<file path="src/rtl/lcd_pkg.sv">
// Shared constants and helpers for the LCD pixel pipeline.
// Holds arbiter state encodings and the default pixel data width.
package lcd_pkg;

    localparam int LCD_DATA_WIDTH = 32;

    localparam logic [1:0] ARB_IDLE   = 2'd0;
    localparam logic [1:0] ARB_GRANT0 = 2'd1;
    localparam logic [1:0] ARB_GRANT1 = 2'd2;

    // Returns 1 when requester 1 should win an idle-state arbitration.
    function automatic logic rr_pick_req1(
        input logic valid0,
        input logic valid1,
        input logic last_served
    );
        return valid1 && (!valid0 || !last_served);
    endfunction

endpackage

</file>
<file path="src/rtl/fifo_write_arbiter.sv">
// Burst-locked round-robin arbiter sharing the LCD pixel FIFO write port
// between the command path (req0) and the framebuffer fill path (req1).
module fifo_write_arbiter
    import lcd_pkg::*;
#(
    parameter int DATA_WIDTH = LCD_DATA_WIDTH,
    parameter int MAX_BURST  = 16
) (
    input  logic                  i_clock,
    input  logic                  i_reset,
    input  logic                  i_req0Valid,
    input  logic [DATA_WIDTH-1:0] i_req0Data,
    input  logic                  i_req0Last,
    output logic                  o_req0Ready,
    input  logic                  i_req1Valid,
    input  logic [DATA_WIDTH-1:0] i_req1Data,
    input  logic                  i_req1Last,
    output logic                  o_req1Ready,
    output logic                  o_fifoWriteEnable,
    output logic [DATA_WIDTH-1:0] o_fifoWriteData,
    input  logic                  i_fifoFull,
    output logic [1:0]            o_grant
);

    localparam logic [7:0] BURST_FINAL = 8'(MAX_BURST - 1);

    logic [1:0] state;
    logic [1:0] state_next;
    logic [7:0] beat_count;
    logic       last_served;

    logic granted0;
    logic granted1;
    logic accept0;
    logic accept1;
    logic accept;
    logic burst_last;
    logic burst_end;

    assign granted0 = (state == ARB_GRANT0);
    assign granted1 = (state == ARB_GRANT1);

    assign o_req0Ready = granted0 && !i_fifoFull;
    assign o_req1Ready = granted1 && !i_fifoFull;

    assign accept0 = i_req0Valid && o_req0Ready;
    assign accept1 = i_req1Valid && o_req1Ready;
    assign accept  = accept0 || accept1;

    assign burst_last = granted1 ? i_req1Last : i_req0Last;

    // A burst ends on its last beat or when the beat cap is reached.
    assign burst_end = accept && (burst_last || (beat_count == BURST_FINAL));

    assign o_fifoWriteEnable = accept;
    assign o_grant           = {granted1, granted0};

    always_comb begin
        o_fifoWriteData = '0;
        if (granted0) begin
            o_fifoWriteData = i_req0Data;
        end else if (granted1) begin
            o_fifoWriteData = i_req1Data;
        end
    end

    always_comb begin
        state_next = state;
        unique case (state)
            ARB_IDLE: begin
                if (i_req0Valid || i_req1Valid) begin
                    state_next = rr_pick_req1(i_req0Valid, i_req1Valid, last_served)
                               ? ARB_GRANT1 : ARB_GRANT0;
                end
            end
            ARB_GRANT0: begin
                if (burst_end) begin
                    state_next = i_req1Valid ? ARB_GRANT1 : ARB_IDLE;
                end
            end
            ARB_GRANT1: begin
                if (burst_end) begin
                    state_next = i_req0Valid ? ARB_GRANT0 : ARB_IDLE;
                end
            end
            default: begin
                state_next = ARB_IDLE;
            end
        endcase
    end

    always_ff @(posedge i_clock or posedge i_reset) begin
        if (i_reset) begin
            state       <= ARB_IDLE;
            beat_count  <= 8'd0;
            last_served <= 1'b1;
        end else begin
            state <= state_next;
            if (burst_end) begin
                beat_count  <= 8'd0;
                last_served <= granted1;
            end else if (accept) begin
                beat_count <= beat_count + 8'd1;
            end
        end
    end

endmodule

</file>
<file path="config.mk">
export PLATFORM = sky130hd
export DESIGN_NAME = fifo_write_arbiter
export DESIGN_NICKNAME = d
export VERILOG_FILES = /design/src/rtl/lcd_pkg.sv /design/src/rtl/fifo_write_arbiter.sv
export SDC_FILE = /design/constraint.sdc
export NUM_CORES = 1
export LEC_CHECK = 0
export BUFFER_PORTS_ARGS = -buffer_cell sky130_fd_sc_hd__buf_2
export CORE_AREA = 2 2 58 60
export DETAILED_ROUTE_END_ITERATION = 12
export DIE_AREA = 0 0 60 62
export PLACE_DENSITY = 0.86
export SLEW_MARGIN = 20
export SYNTH_ARGS = -nofsm -noshare
export SYNTH_HDL_FRONTEND = slang
export SYNTH_SLANG_ARGS = --single-unit
</file>
<file path="constraint.sdc">
create_clock -name i_clock -period 1.94 [get_ports i_clock]
set_clock_uncertainty 0.15 [all_clocks]
set_input_delay 0.194 -clock i_clock [delete_from_list [all_inputs] [get_ports i_clock]]
set_output_delay 0.194 -clock i_clock [all_outputs]
set_load 0.03 [all_outputs]
</file>
Word level (Yosys, flattened, before mapping)
Cells that the tools add are included.
- bits in registers: 11
- input bits: 71
- output and inout bits: 37
- word-level logic and storage cells: 38
- add/subtract/negate cells: 1
- eq/ne operators: 6
- muxes and demuxes: 12
- reductions and logical operators: 16
- operators with widths (cell ; number):
    $mux W32 ; 2
    $mux W8 ; 2
    $mux W2 ; 5
    $add A8 B1 Y8 const B ; 1
    $eq A8 B4 Y1 const B ; 1
    $logic_and A1 B1 Y1 ; 6
    $pmux W2 S3 ; 1
    $logic_or A1 B1 Y1 ; 4
    $ne A2 B1 Y1 const B ; 2
    $logic_not A1 Y1 ; 3
    $reduce_and A3 Y1 ; 1
    $eq A2 B1 Y1 const B ; 1
    $eq A2 B2 Y1 const B ; 1
    $logic_not A2 Y1 ; 1
    $mux W1 ; 2
    $ne A2 B2 Y1 const B ; 1
    $reduce_bool A2 Y1 ; 1

Depth between registers and ports, before layout
- depth after elaboration: 7
- gate-level depth with buffers: 5
- gate-level depth less buffers: 5

Worst setup path before layout
Ideal clock, no wire load.
- kind: flip-flop to flip-flop
- from: register state[0]
- to: register state[1]
- library setup time: 104 ps
- arrival: 1493 ps
- required time: 1686 ps
- setup slack: 193 ps
- stages on the path, launching flop included: 6
- path buffers: 0
- clock period less this slack: 1747 ps
- path through: dfrtp_1 -> and4bb_4 -> nor2_4 -> inv_1 -> o21ai_0 -> a221oi_1
- cells in the longest elaborated chain, start to end: 7
- elaborated cells on any way between the ends: 16
- those cells by class: eq/ne: 5; mux: 2; reduce/logical: 9
- RTL lines (what ; line ; source):
    from (decl) ; fifo_write_arbiter.sv:27 ; logic [1:0] state;
    from (signal assigned) ; fifo_write_arbiter.sv:98 ; state <= state_next;
    $eq A2 B1 Y1 or $eq A2 B2 Y1 (tied branches) ; fifo_write_arbiter.sv:40, fifo_write_arbiter.sv:41 ;
    $logic_and A1 B1 Y1, on equally long branches ; fifo_write_arbiter.sv:43, fifo_write_arbiter.sv:44 ;
    $logic_and A1 B1 Y1, on equally long branches ; fifo_write_arbiter.sv:46, fifo_write_arbiter.sv:47 ;
    $logic_or A1 B1 Y1 (*) ; fifo_write_arbiter.sv:48 ; assign accept = accept0 || accept1;
    net o_fifoWriteEnable ; fifo_write_arbiter.sv:19 ; output logic o_fifoWriteEnable,
    $logic_and A1 B1 Y1 (*) ; fifo_write_arbiter.sv:53 ; assign burst_end = accept && (burst_last || (beat_count == BURST_FINAL));
    $ne A2 B1 Y1 (no source line) ; - ;
    $reduce_and A3 Y1 (no source line) (*) ; - ;
Mark *: on every way through the listed nets, which the timed path passes. The rest lies on a longest branch.
A chain may end at the register's enable or synchronous reset.

Final worst setup path
- from: register state[0]
- to: output o_fifoWriteData[13]
- cells in the longest elaborated chain, start to end: 3
- elaborated cells on any way between the ends: 4
- those cells by class: eq/ne: 2; mux: 2
- RTL lines (what ; line ; source):
    $eq A2 B2 Y1 ; fifo_write_arbiter.sv:41 ; assign granted1 = (state == ARB_GRANT1);
    $mux W32 ; fifo_write_arbiter.sv:62 ; end else if (granted1) begin
    $mux W32 (*) ; fifo_write_arbiter.sv:60 ; if (granted0) begin
    to (decl) ; fifo_write_arbiter.sv:20 ; output logic [DATA_WIDTH-1:0] o_fifoWriteData,
Mark *: on every way between the ends. The rest lies on a longest branch, timed or not.

==> impl_metrics.tcl <==
set metrics [dict create \
    status "finished, final reports clean" \
    r2r-start "state[0]$_DFFE_PP0P_" \
    finished_cell_area_um2 1800 \
    highest_attainable_clock_frequency_ghz 0.523 \
    grt_first_pass_wirelength_um 5050 \
    port-buffer-count 107 \
    first_global_vias 1098 \
    async_flop_share_pct 100 \
    fraction_of_final_layout_cells_with_drive_strength_greater_than_1_pct 58.7 \
    power.density_cell_area_nw_per_um2 1400 \
    worstSetupStartpointType "register" \
    register_bit_total_from_synthesis 11 \
    die_height_um 62 \
    placement_rows 21 \
    adder_and_majority_cell_fraction_of_the_synthesized_area_pct 1.25 \
    synth.mux.area_fraction_pct 4.38 \
    core_um2 3180 \
    worst_slew_margin_rel_pct 72.2 \
    route.antenna.remaining_nets 0 \
    wire_per_inst_um 15.0 \
    finalCritPeriodShare_pct 98.6 \
    peakVddDrop_mv 0.626 \
    worstSetupEndpointType "output port" \
    rsz_0062_raised_after_global_routing "yes" \
    synth_seq_area_share_pct 27.7 \
    netlist.top_cell.by_area "sky130_fd_sc_hd__a22o_1" \
    mappedNetlistNets 181 \
    grt_start_max_net_pins 34 \
    drt_iter0_drc 93 \
    postSynth.topFlopCell "sky130_fd_sc_hd__dfrtp_1" \
    cts.path.max_buffers 2 \
    clock_tree.root_cell "sky130_fd_sc_hd__clkbuf_4" \
    timing.final.max_slew_violations 0 \
    timing_worst_setup_path_type "reg -> out" \
    vias 1408 \
    share_of_yosys_cell_area_claimed_by_the_top_area_cell_type_pct 28.0 \
    synthesis.instances 109 \
    critPathLaunch "state[0]$_DFFE_PP0P_" \
    detail_routed_via_count_per_cell 5.33 \
    finish.net_count 291 \
    synthXorXnorAreaFrac_pct 0.876 \
    fin_tns_setup_ps 0 \
    p_leak_nw 0.931 \
    drtPass1Iterations 4 \
    routed_wirelength_um 3970 \
    worstMarginPinSlew_ps 416 \
    syn-cell-area_um2 1000 \
    cts_max_level 1 \
    globalRouteOverflowTotal 0 \
    synth_top_family_by_area "compound AO/OA/AOI/OAI gates" \
    finalHoldViolations 0 \
    placed_cell_area_um2 1590 \
    nFillCells 267 \
    worst_hold_startpoint "i_req1Valid" \
    numClockSinks 11 \
    antenna_violations_before_repair 0 \
    syn2layout_area_growth_pct 80.4 \
    reg2reg_depth 4 \
    clkSlewWorstSetupHoldPaths_ps 70 \
    ioPinCount 108 \
    gpl.final_weighted_congestion 0.902 \
    hold-path-cell-count 3 \
    critical_path_arrival_ps 1570 \
    cts.repair_timing.setup_buffer_count 0 \
    synth_simple_gate_area_share_pct 19.5 \
    dieArea_um2 3720 \
    worstPathMaxFanout 8 \
    synth_compound_area_share_pct 40.7 \
    placed_cells 256 \
    worstSkewPairLatency_ps 280 \
    cts_tree "yes" \
    finalNonFillerCells 264 \
    die_w_um 60 \
    synth_enable_flop_cells 0 \
    globalRouteTotalUtil_pct 18.4 \
    cts_made_buffers 3 \
    fin_crit_ps 1910 \
    place_hpwl_um 2870 \
    final-setup-viol-count 0 \
    crit_required_ps 1600 \
    antenna_cells_inserted 0 \
    route.detailed.drc 0 \
    avgSynthCellArea_um2 9.17 \
    leading_post_synthesis_cells_by_cell_area "sky130_fd_sc_hd__a22o_1 28%, sky130_fd_sc_hd__dfrtp_1 25%, sky130_fd_sc_hd__dfstp_2 2.6%" \
    cap_violations 0 \
    initial_core_util_pct 31.4 \
    hold_path_class "in -> reg" \
    synth_cell_types 38 \
    synthesis.yosys.warnings 0 \
]
==> path summary, 6_finish.rpt <==
path	endpoint	slack (ps)
worst min-delay path	state[1]$_DFFE_PP0P_	110
worst max-delay path	o_fifoWriteData[13]	30
worst max register to register	beat_count[7]$_DFFE_PP0P_	160
min in group asynchronous	beat_count[5]$_DFFE_PP0P_	300
max in group asynchronous	last_served$_DFFE_PP1N_	1020
worst min register to register	beat_count[2]$_DFFE_PP0P_	390
==> per-stage QoR <==
step                worst slack (ps)  utilization (%)  power [mW]  hold WS, ps
global placement                 207             49.9        2.05         56.5
global route                   -11.2             56.7        2.67          150
floorplan                        193                -        1.61         -104
CTS                             7.00             52.2        2.31          111
detailed placement               181             49.9        2.06         60.2
finish                          27.6             56.7        2.53          108
==> where the power goes <==
part,switching [mW],internal (mW)
clock network,0.0818,0.0799
logic,1.16,0.859
registers,0.0601,0.291
==> kinds of logic (layout without fill, tap and decap cells) <==
kind of cell | after synthesis | count (layout)
buf+inv | 12 | 121
mux | 3 | 3
fa+ha+maj | 1 | 1
simple gates | 30 | 30
compound gates | 51 | 51
flops | 11 | 11
xor+xnor | 1 | 1
==> cell usage after synthesis (all sizes together), types with 2 or more instances <==
library cell  instances
a22o                 33
dfrtp                10
buf                   6
nand2                 5
o21ai                 5
nand3                 4
a21oi                 3
a31oi                 3
clkbuf                3
inv                   3
nor2                  3
o31ai                 3
and3                  2
and4bb                2
mux2i                 2
nand2b                2
nand3b                2
nand4                 2
nor3b                 2
==> routing by layer <==
layer | global-route usage, % | vias to the layer above | share of wire, %
li1 | - | 662 | -
met1 | 20.1 | 668 | 37
met2 | 34.0 | 69 | 52
met3 | 4.35 | 9 | 9.5
met4 | 7.62 | 0 | 1.7
met5 | 0 | - | 0
==> repair_timing <==
| action | 4_1_cts | 5_1_grt |
|---|---|---|
| gates resized for setup | 15 | 41 |
| hold buffers | 1 | 0 |
| endpoints found under the hold margin | 10 | 0 |
| pin swaps | 1 | 1 |
| setup endpoints to repair | 33 | 33 |
| gates cloned | 0 | 3 |
==> final cells by class <==
class	count	area (um^2)	share of cell area [%]
flip-flops and latches	11	278	15.4
clock buffers	4	26.3	1.46
multi-input cells	86	678	37.6
inverters	3	16.3	0.902
repair buffers	114	747	41.4
well taps	46	57.6	3.19
==> worst max-delay path, cell delays in order (launching register included) <==
cell and delay (ps):
sky130_fd_sc_hd__dfrtp_2 430, sky130_fd_sc_hd__or2b_4 310, sky130_fd_sc_hd__inv_6 90, sky130_fd_sc_hd__clkbuf_16 150
sky130_fd_sc_hd__a22o_1 170, sky130_fd_sc_hd__buf_6 140
==> sequential cells by signal (all words and copies together) (netlist names) <==
name,cells
beat_count,8
last_served,1
state,2
==> cell usage in the layout, fill, tap and decap left out, types with 2 or more instances in the layout <==
| cell type | Yosys | routed |
|---|---|---|
| sky130_fd_sc_hd__nand4_1 | 2 | 2 |
| sky130_fd_sc_hd__o31ai_1 | 3 | 3 |
| sky130_fd_sc_hd__nand3b_1 | 2 | 2 |
| sky130_fd_sc_hd__a22o_1 | 32 | 32 |
| sky130_fd_sc_hd__clkbuf_16 | 0 | 2 |
| sky130_fd_sc_hd__nor3b_1 | 2 | 2 |
| sky130_fd_sc_hd__buf_6 | 0 | 9 |
| sky130_fd_sc_hd__nand3_1 | 4 | 4 |
| sky130_fd_sc_hd__o21ai_0 | 5 | 5 |
| sky130_fd_sc_hd__nor2_1 | 2 | 2 |
| sky130_fd_sc_hd__a31oi_1 | 3 | 3 |
| sky130_fd_sc_hd__nand2b_1 | 2 | 2 |
| sky130_fd_sc_hd__a21oi_1 | 3 | 3 |
| sky130_fd_sc_hd__clkbuf_4 | 0 | 8 |
| sky130_fd_sc_hd__nand2_1 | 5 | 5 |
| sky130_fd_sc_hd__and3_1 | 2 | 2 |
| sky130_fd_sc_hd__buf_4 | 3 | 15 |
| sky130_fd_sc_hd__dfrtp_1 | 10 | 9 |
| sky130_fd_sc_hd__buf_2 | 0 | 80 |
No activity file was read; power rests on OpenSTA's default activity.
